### src/rtl/disp_arbiter_pkg.sv
// Shared constants and payload types for the display arbiter slice.
package disp_arbiter_pkg;

    localparam int unsigned STATE_W  = 2;
    localparam int unsigned DIGIT_W  = 8;
    localparam int unsigned FRAME_W  = 32;

    // Arbiter state encoding
    localparam logic [STATE_W-1:0] ST_IDLE = 2'b00;
    localparam logic [STATE_W-1:0] ST_OWN0 = 2'b01;
    localparam logic [STATE_W-1:0] ST_OWN1 = 2'b10;

    // Active-low segments: all ones turns every segment off
    localparam logic [DIGIT_W-1:0] BLANK_PAT = 8'hFF;

    // Four-digit frame, digit k in bits [8k+7:8k]
    typedef struct packed {
        logic [DIGIT_W-1:0] d3;
        logic [DIGIT_W-1:0] d2;
        logic [DIGIT_W-1:0] d1;
        logic [DIGIT_W-1:0] d0;
    } frame_t;

endpackage

### src/rtl/disp_arbiter_dwell.sv
// Saturating dwell counter; expired_c flags that MAX_COUNT cycles have elapsed.
module dwell_timer #(
    parameter int unsigned MAX_COUNT = 50_000_000,
    parameter int unsigned CNT_W     = 26
) (
    input  logic clk,
    input  logic reset,
    input  logic clear,
    input  logic en,
    output logic expired_c
);

    localparam logic [CNT_W-1:0] LAST = CNT_W'(MAX_COUNT - 1);

    logic [CNT_W-1:0] count;

    // Clear wins over enable; counting stops at LAST
    always_ff @(posedge clk) begin
        if (reset) begin
            count <= '0;
        end else if (clear) begin
            count <= '0;
        end else if (en && (count != LAST)) begin
            count <= count + CNT_W'(1);
        end
    end

    assign expired_c = (count == LAST);

endmodule

### src/rtl/disp_arbiter.sv
// Two-source arbiter for the 4-digit display with round-robin and minimum dwell.
module disp_arbiter
    import disp_arbiter_pkg::*;
#(
    parameter int unsigned        DWELL_CYCLES = 50_000_000,
    parameter int unsigned        CNT_W        = 26,
    parameter logic [DIGIT_W-1:0] BLANK        = BLANK_PAT
) (
    input  logic               clk,
    input  logic               reset,
    input  logic               req0,
    input  logic [FRAME_W-1:0] frame0,
    input  logic               req1,
    input  logic [FRAME_W-1:0] frame1,
    output logic               gnt0,
    output logic               gnt1,
    output logic               busy,
    output logic [DIGIT_W-1:0] in0,
    output logic [DIGIT_W-1:0] in1,
    output logic [DIGIT_W-1:0] in2,
    output logic [DIGIT_W-1:0] in3
);

    logic [STATE_W-1:0] state;
    logic [STATE_W-1:0] next_state;
    logic               last_owner;
    logic               dwell_clear;
    logic               dwell_en;
    logic               dwell_expired;
    frame_t             f0;
    frame_t             f1;
    frame_t             sel_frame;

    assign f0 = frame_t'(frame0);
    assign f1 = frame_t'(frame1);

    dwell_timer #(
        .MAX_COUNT (DWELL_CYCLES),
        .CNT_W     (CNT_W)
    ) u_dwell (
        .clk       (clk),
        .reset     (reset),
        .clear     (dwell_clear),
        .en        (dwell_en),
        .expired_c (dwell_expired)
    );

    // State and round-robin history
    always_ff @(posedge clk) begin
        if (reset) begin
            state      <= ST_IDLE;
            last_owner <= 1'b1;
        end else begin
            state <= next_state;
            if ((next_state != state) && (next_state != ST_IDLE)) begin
                last_owner <= (next_state == ST_OWN1);
            end
        end
    end

    // Next-state: release beats dwell, dwell gates pre-emption
    always_comb begin
        next_state  = state;
        dwell_clear = 1'b0;
        dwell_en    = 1'b0;
        case (state)
            ST_IDLE: begin
                if (req0 && req1) begin
                    next_state = last_owner ? ST_OWN0 : ST_OWN1;
                end else if (req0) begin
                    next_state = ST_OWN0;
                end else if (req1) begin
                    next_state = ST_OWN1;
                end
            end
            ST_OWN0: begin
                if (!req0) begin
                    next_state = req1 ? ST_OWN1 : ST_IDLE;
                end else if (dwell_expired && req1) begin
                    next_state = ST_OWN1;
                end
            end
            ST_OWN1: begin
                if (!req1) begin
                    next_state = req0 ? ST_OWN0 : ST_IDLE;
                end else if (dwell_expired && req0) begin
                    next_state = ST_OWN0;
                end
            end
            default: next_state = ST_IDLE;
        endcase
        dwell_clear = (next_state != state);
        dwell_en    = (state != ST_IDLE);
    end

    // Frame seen by the display after the coming edge
    always_comb begin
        sel_frame = '{d3: BLANK, d2: BLANK, d1: BLANK, d0: BLANK};
        case (next_state)
            ST_OWN0: sel_frame = f0;
            ST_OWN1: sel_frame = f1;
            default: sel_frame = '{d3: BLANK, d2: BLANK, d1: BLANK, d0: BLANK};
        endcase
    end

    // Registered grants and segment patterns, aligned with the owning state
    always_ff @(posedge clk) begin
        if (reset) begin
            gnt0 <= 1'b0;
            gnt1 <= 1'b0;
            busy <= 1'b0;
            in0  <= BLANK;
            in1  <= BLANK;
            in2  <= BLANK;
            in3  <= BLANK;
        end else begin
            gnt0 <= (next_state == ST_OWN0);
            gnt1 <= (next_state == ST_OWN1);
            busy <= (next_state != ST_IDLE);
            in0  <= sel_frame.d0;
            in1  <= sel_frame.d1;
            in2  <= sel_frame.d2;
            in3  <= sel_frame.d3;
        end
    end

endmodule

### config.mk
export PLATFORM = sky130hd
export DESIGN_NAME = disp_arbiter
export DESIGN_NICKNAME = d
export VERILOG_FILES = /design/src/rtl/disp_arbiter_pkg.sv /design/src/rtl/disp_arbiter_dwell.sv /design/src/rtl/disp_arbiter.sv
export SDC_FILE = /design/constraint.sdc
export NUM_CORES = 1
export LEC_CHECK = 0
export ABC_CLOCK_PERIOD_IN_PS = 3300
export CORE_AREA = 10 10 101 85
export CTS_CLUSTER_DIAMETER = 200
export CTS_CLUSTER_SIZE = 10
export DETAILED_ROUTE_END_ITERATION = 7
export DIE_AREA = 0 0 111 95
export GPL_TIMING_DRIVEN = 1
export PLACE_DENSITY = 0.84
export SLEW_MARGIN = 20
export SYNTH_ARGS = -nofsm -noshare
export SYNTH_HDL_FRONTEND = slang
export SYNTH_SLANG_ARGS = --single-unit
### constraint.sdc
create_clock -name clk -period 3.3 [get_ports clk]
set_input_delay 0.66 -clock clk [delete_from_list [all_inputs] [get_ports clk]]
set_output_delay 0.66 -clock clk [all_outputs]
set_load 0.01 [all_outputs]
==> run_results.csv, run 1 <==
group,metric,value,unit
final_layout,fillers,536,
logic_synthesis,synthArstFlopShare,0,%
die,core_area,0.00666,mm²
drt,first_pass_iters,5,
critical_path,worstSetupPathType,"flip-flop to flip-flop",
place,io_buffers,102,
min_path,holdCritStartpoint,"u_dwell.count[23]$_SDFFE_PP0P_",
logic_synthesis,syn_area_per_cell,10.0,µm²
global_routing,grt-ovfl-total,0,
cts,clk_pin_slew,0.07,ns
global_routing,use_met1,18.1,%
critical_path,path_cells,"ha_1 -> and3b_1 -> nand3_4 -> nor2_4 -> o21ai_1 -> a221o_1 -> ha_1 -> nand2b_1 -> buf_4 -> a221o_1",
final_layout,nets,455,
min_path,min_path_type,"flip-flop to flip-flop",
cts,root_buffer,"clkbuf_8",
logic_synthesis,ys_seq_elements,64,
cts,cts_max_path_buffers,2,
sta,max_freq,333,MHz
drt,via_per_inst,5.83,
power_and_ir_drop,total_power,1.93,mW
global_routing,grt_use_total,16.2,%
logic_synthesis,synthesis.nets,361,
min_path,hold-path-endpoint,"u_dwell.count[23]$_SDFFE_PP0P_",
outcome,run_status,"finished, final reports clean",
logic_synthesis,ys_seq_area_share,44.3,%
critical_path,critPathTopFamily,"compound AO/OA/AOI/OAI gates",
final_layout,diodes,0,
die,initial_utilization,43.5,%
cts,post-cts-setup-buffers,0,
logic_synthesis,ys.flop_type,"dfxtp_1",
place,gp_congestion,0.833,
global_routing,grt_pass1_vias,2631,
critical_path,end_kind,"flip-flop",
drt,detail-route-antenna-nets,0,
final_layout,drive_above_1_share,7.47,%
sta,fin_setup_tns,0,ns
critical_path,cp_max_fo,32,
sta,min_period,3.00,ns
power_and_ir_drop,ir_drop,379,µV
job,drv_cap,0,
critical_path,reg2reg_slack,0.30,ns
place,post-place-ws,0.339,ns
drt,wl_per_cell,18.9,µm
die,ios,103,
global_routing,use_met3,4.44,%
logic_synthesis,ys_top_cells_by_area,"dfxtp_1 (44%), a221o_1 (11%), xor2_1 (3.3%)",
critical_path,arrival,3.22,ns
sta,setup_viol,0,
critical_path,r2r_start,"u_dwell.count[0]$_SDFFE_PP0P_",
sta,tightest_slew,0.635,ns
die,die-area,0.0105,mm²
critical_path,rr_worst_depth,10,
logic_synthesis,synth_edf_count,0,
sta,finalMaxSlewViolations,0,
logic_synthesis,yosysWarnings,0,
drt,vias,2771,
cts,numCtsBuffers,9,
global_routing,busiest_layer,"met2",
logic_synthesis,synthCells,289,
critical_path,slowest_delay,0.41,ns
drt,drtIter0Drc,264,
sta,fin_hold_ws,0.499,ns
final_layout,fin_util,62.2,%
sta,period_share,90.9,%
cts,cts_sinks,64,
power_and_ir_drop,power_leakage,1.49,nW
power_and_ir_drop,power_density,465,mW/mm²
die,fp.dieW,111,µm
drt,drt_wl_total,8990,µm
sta,slew_headroom,57.6,%
cts,hold_buffers,0,
cts,cts_tree,"yes",
die,placementRows,27,
cts,insertion_delay,0.34,ns
critical_path,startpoint,"u_dwell.count[0]$_SDFFE_PP0P_",
cts,htreeDepth,3,
critical_path,slowest_stage,"a221o_1",
sta,finalHoldViolations,0,
critical_path,start_kind,"flip-flop",
drt,route.detailed.drc,0,
logic_synthesis,synth_cell_types,49,
sta,skew,0.00937,ns
global_routing,met2_usage,29.5,%
critical_path,cp_data_required_time,3.52,ns
sta,setup_ws,0.300,ns
cts,postCtsResizedCells,0,
global_routing,grt_pass1_wl,14000,µm
critical_path,r2r_end,"in1[4]$_SDFF_PP1_",
critical_path,cp_num_buf_inv,1,
global_routing,antenna_found_initial,0,
global_routing,grt_max_degree,33,
logic_synthesis,synth_area,0.00289,mm²
final_layout,area.growth.synth_to_final,43.1,%
min_path,whs_path_depth,2,
sta,rsz0062_at_grt,"false",
logic_synthesis,yosysTopAreaCell,"dfxtp_1",
die,die_h,95,µm
logic_synthesis,synth.top_cell.area_share,44.3,%
place,dp_hpwl,6680,µm
## where the power goes
part / leakage [nW] / internal [mW] / total, mW / switching (mW)
combinational: 0.860 / 0.225 / 0.385 / 0.160
sequential: 0.525 / 0.833 / 0.856 / 0.0227
clock: 0.103 / 0.389 / 0.685 / 0.296
## worst min-delay path, cell delays in order (launching register included)
cell and delay [ns]:
dfxtp_1 0.33, o41ai_1 0.07, a21oi_1 0.06
## area by class of cell
class | count | area [µm²] | share of cell area, %
clock buffers | 13 | 159 | 3.84
repair buffers | 107 | 1060 | 25.6
clock inverters | 3 | 40.0 | 0.967
inverters | 5 | 18.8 | 0.453
flip-flops and latches | 64 | 1280 | 30.9
multi-input cells | 196 | 1470 | 35.6
well taps | 87 | 109 | 2.63
## stage by stage
| step | area (µm²) | std cells |
|---|---|---|
| 6_report | 4140 | 475 |
| 5_1_grt | 4140 | 475 |
| 2_1_floorplan | 2890 | 289 |
| 3_5_place_dp | 3940 | 459 |
| 3_3_place_gp | 3940 | 459 |
| 4_1_cts | 4140 | 475 |
## cell families after synthesis
kind of cell | share of synthesized area, %
buf+inv | 4.76
simple gates | 22.7
mux | 1.43
fa+ha+maj | 1.73
xor+xnor | 3.33
compound gates | 21.8
flops | 44.3
## how the worst max path moves through the flow
| stage | slack (ns) | cells past startpoint | endpoint |
|---|---|---|---|
| floorplan | 0.72 | 11 | in0[7]$_SDFF_PP1_ |
| global placement | 0.43 | 10 | in2[2]$_SDFF_PP1_ |
| detailed placement | 0.34 | 10 | in2[5]$_SDFF_PP1_ |
| CTS | 0.30 | 10 | in1[4]$_SDFF_PP1_ |
| global route | 0.06 | 10 | in3[4]$_SDFF_PP1_ |
| finish | 0.30 | 10 | in1[4]$_SDFF_PP1_ |
## cells in the mapped netlist, drive strengths merged, types with 3 or more instances
master,instances
dfxtp,64
a221o,33
nor2,23
clkbuf,15
a21oi,14
nand4,12
xor2,11
nand3,10
buf,9
nand2,9
or4,9
o21ai,8
o31ai,7
and4,6
or3,6
and3,5
inv,5
o211ai,5
ha,4
mux2i,3
nor3,3
## layout by cell type (no fill, tap or decap), types with 2 or more instances in the layout
cell type,Yosys,layout
nand4_1,12,12
mux2i_1,3,3
xor2_1,11,11
and4_1,6,6
clkinv_2,0,2
nor3_1,2,2
nand3_1,9,9
o31ai_1,7,7
buf_4,2,5
o41ai_1,2,2
clkdlybuf4s50_1,0,102
inv_1,5,5
nor4_1,2,2
o21ai_0,7,7
o211ai_1,5,5
a221o_1,33,33
nand2_1,9,9
ha_1,4,4
or4_1,9,9
nor2_1,22,22
clkbuf_1,15,2
and3_1,5,5
clkbuf_8,0,11
a21oi_1,14,14
nand2b_1,2,2
and2_1,2,2
dfxtp_1,64,64
or3_1,6,6
a221oi_1,2,2
nor2b_1,2,2
## metal layers
layer	wire length, µm	vias up	share of wire (%)
met2	4860	94	54
met1	3550	1343	40
met3	459	12	5.1
met5	0	-	0
met4	119	0	1.3
li1	-	1322	-
## registers in the layout, indices dropped and copies added (netlist names)
signal,cells
gnt1,1
u_dwell.count,26
gnt0,1
in3,8
last_owner,1
state,2
busy,1
in2,8
in0,8
in1,8
Power figures use the tool's default switching activity.
==> inputs of run 2 (changes only) <==
--- a/config.mk
+++ b/config.mk
@@ -5,7 +5,7 @@
 export SDC_FILE = /design/constraint.sdc
 export NUM_CORES = 1
 export LEC_CHECK = 0
-export ABC_CLOCK_PERIOD_IN_PS = 3300
+export ABC_CLOCK_PERIOD_IN_PS = 3360
 export CORE_AREA = 10 10 101 85
 export CTS_CLUSTER_DIAMETER = 200
 export CTS_CLUSTER_SIZE = 10
@@ -13,7 +13,7 @@
 export DIE_AREA = 0 0 111 95
 export GPL_TIMING_DRIVEN = 1
 export PLACE_DENSITY = 0.84
-export SLEW_MARGIN = 20
+export SLEW_MARGIN = 10
 export SYNTH_ARGS = -nofsm -noshare
 export SYNTH_HDL_FRONTEND = slang
 export SYNTH_SLANG_ARGS = --single-unit
==> constraint.sdc (replaced) <==
create_clock -name clk -period 3.36 [get_ports clk]
set_input_delay 0.672 -clock clk [delete_from_list [all_inputs] [get_ports clk]]
set_output_delay 0.672 -clock clk [all_outputs]
set_load 0.01 [all_outputs]
==> run_results.csv, run 2 (synthesized netlist as in run 1, its figures left out) <==
group,metric,value,unit
drt,drtIter0Drc,145,
sta,tightest_slew,0.646,ns
final_layout,stdcell_area,0.00415,mm²
job,drv_cap,0,
power_and_ir_drop,power_leakage,1.49,nW
drt,first_pass_iters,5,
cts,hold_buffers,0,
drt,vias,2711,
die,placementRows,27,
die,die-area,0.0105,mm²
drt,detail-route-antenna-nets,0,
power_and_ir_drop,p_clk_share,35.5,%
sta,rsz0062_at_grt,"false",
final_layout,max_flop_register,"u_dwell.count",
final_layout,regArea,0.00128,mm²
sta,period_share,89.6,%
place,dp_hpwl,6540,µm
final_layout,mostFrequentLayoutCell,"clkdlybuf4s50_1",
power_and_ir_drop,switchingPower,474,µW
global_routing,grt_max_degree,34,
die,initial_utilization,43.5,%
min_path,min_path_type,"flip-flop to flip-flop",
cts,clk_pin_slew,0.07,ns
sta,max_freq,332,MHz
place,gp_congestion,0.825,
cts,cts_max_path_buffers,2,
cts,cts_tree,"yes",
drt,drt_wl_total,8910,µm
global_routing,grt_pass1_wl,13800,µm
place,placed_area,0.00395,mm²
final_layout,multi_input_area,0.00147,mm²
cts,insertion_delay,0.34,ns
place,io_buffers,102,
sta,fin_setup_tns,0,ns
die,ios,103,
power_and_ir_drop,ir_drop,369,µV
final_layout,area.growth.synth_to_final,43.3,%
sta,setup_viol,0,
drt,wl_per_cell,18.8,µm
cts,numCtsBuffers,9,
cts,postCtsResizedCells,0,
critical_path,cp_data_required_time,3.59,ns
outcome,run_status,"finished, final reports clean",
critical_path,arrival,3.24,ns
final_layout,diodes,0,
die,core_area,0.00666,mm²
critical_path,worstSetupPathType,"flip-flop to flip-flop",
sta,slew_headroom,56.8,%
critical_path,cp_max_fo,32,
drt,via_per_inst,5.72,
sta,finalMaxSlewViolations,0,
global_routing,grt-ovfl-total,0,
critical_path,end_kind,"flip-flop",
die,die_h,95,µm
final_layout,largest_register_ffs,26,
die,fp.dieW,111,µm
cts,root_buffer,"clkbuf_8",
cts,cts_sinks,64,
cts,post-cts-setup-buffers,0,
critical_path,start_kind,"flip-flop",
final_layout,fillers,532,
final_layout,layout_common_cells,"clkdlybuf4s50_1 (102), dfxtp_1 (64), a221o_1 (33)",
sta,min_period,3.01,ns
drt,route.detailed.drc,0,
sta,finalHoldViolations,0,
global_routing,grt_use_total,15.9,%
final_layout,drive_above_1_share,7.24,%
final_layout,nets,454,
power_and_ir_drop,power_density,457,mW/mm²
power_and_ir_drop,seqPwrFrac,44.4,%
sta,skew,0.00824,ns
power_and_ir_drop,internal-power,1.42,mW
power_and_ir_drop,p_comb_share,20.2,%
global_routing,antenna_found_initial,0,
global_routing,grt_pass1_vias,2578,
power_and_ir_drop,switching_share,25.0,%
cts,htreeDepth,3,
-- run 2: path summary, 6_finish.rpt --
path | start | endpoint | slack, ns | depth (start not counted)
max | u_dwell.count[0]$_SDFFE_PP0P_ | in2[0]$_SDFF_PP1_ | 0.35 | 10
min | u_dwell.count[23]$_SDFFE_PP0P_ | u_dwell.count[23]$_SDFFE_PP0P_ | 0.47 | 2
max reg2reg | u_dwell.count[0]$_SDFFE_PP0P_ | in2[0]$_SDFF_PP1_ | 0.35 | 10
min reg2reg | u_dwell.count[23]$_SDFFE_PP0P_ | u_dwell.count[23]$_SDFFE_PP0P_ | 0.47 | 2
-- run 2: cell type report --
| cell class | instances | area share (%) |
|---|---|---|
| well taps | 87 | 2.63 |
| clock buffers | 13 | 3.83 |
| flip-flops and latches | 64 | 30.9 |
| inverters | 5 | 0.453 |
| repair buffers | 106 | 25.7 |
| multi-input cells | 196 | 35.6 |
| clock inverters | 3 | 0.966 |
-- run 2: worst max-delay path, stage by stage, from the launching register on --
cell,delay (ns)
dfxtp_1,0.39
ha_1,0.25
and3b_1,0.25
nand3_4,0.13
nor2_4,0.37
mux2i_1,0.19
or3_1,0.40
ha_1,0.30
nand2b_1,0.05
buf_4,0.24
a221o_1,0.29
-- run 2: routing by layer --
| metal | GRT usage, % | share of wire (%) |
|---|---|---|
| met1 | 18.7 | 41 |
| met3 | 3.87 | 5.2 |
| met4 | 6.39 | 1.5 |
| met2 | 27.6 | 53 |
| met5 | 0 | 0 |
-- run 2: power groups by stage --
stage	logic (mW)	registers (mW)	clock network [mW]
final	0.382	0.841	0.673
after global routing	0.408	0.846	0.710
after CTS	0.385	0.841	0.687
after detailed placement	0.384	0.858	0
after global placement	0.375	0.855	0
after floorplan	0.130	0.881	0
-- run 2: metrics by stage --
stage	hold WS, ns	util (%)	total power, mW	cells	worst slack, ns
after floorplan	0.442	-	1.01	289	0.781
after global placement	0.463	59.3	1.23	458	0.489
after detailed placement	0.464	59.3	1.24	458	0.378
after CTS	0.475	62.3	1.91	474	0.370
after global routing	0.498	62.3	1.96	474	0.138
final	0.475	62.3	1.90	474	0.350
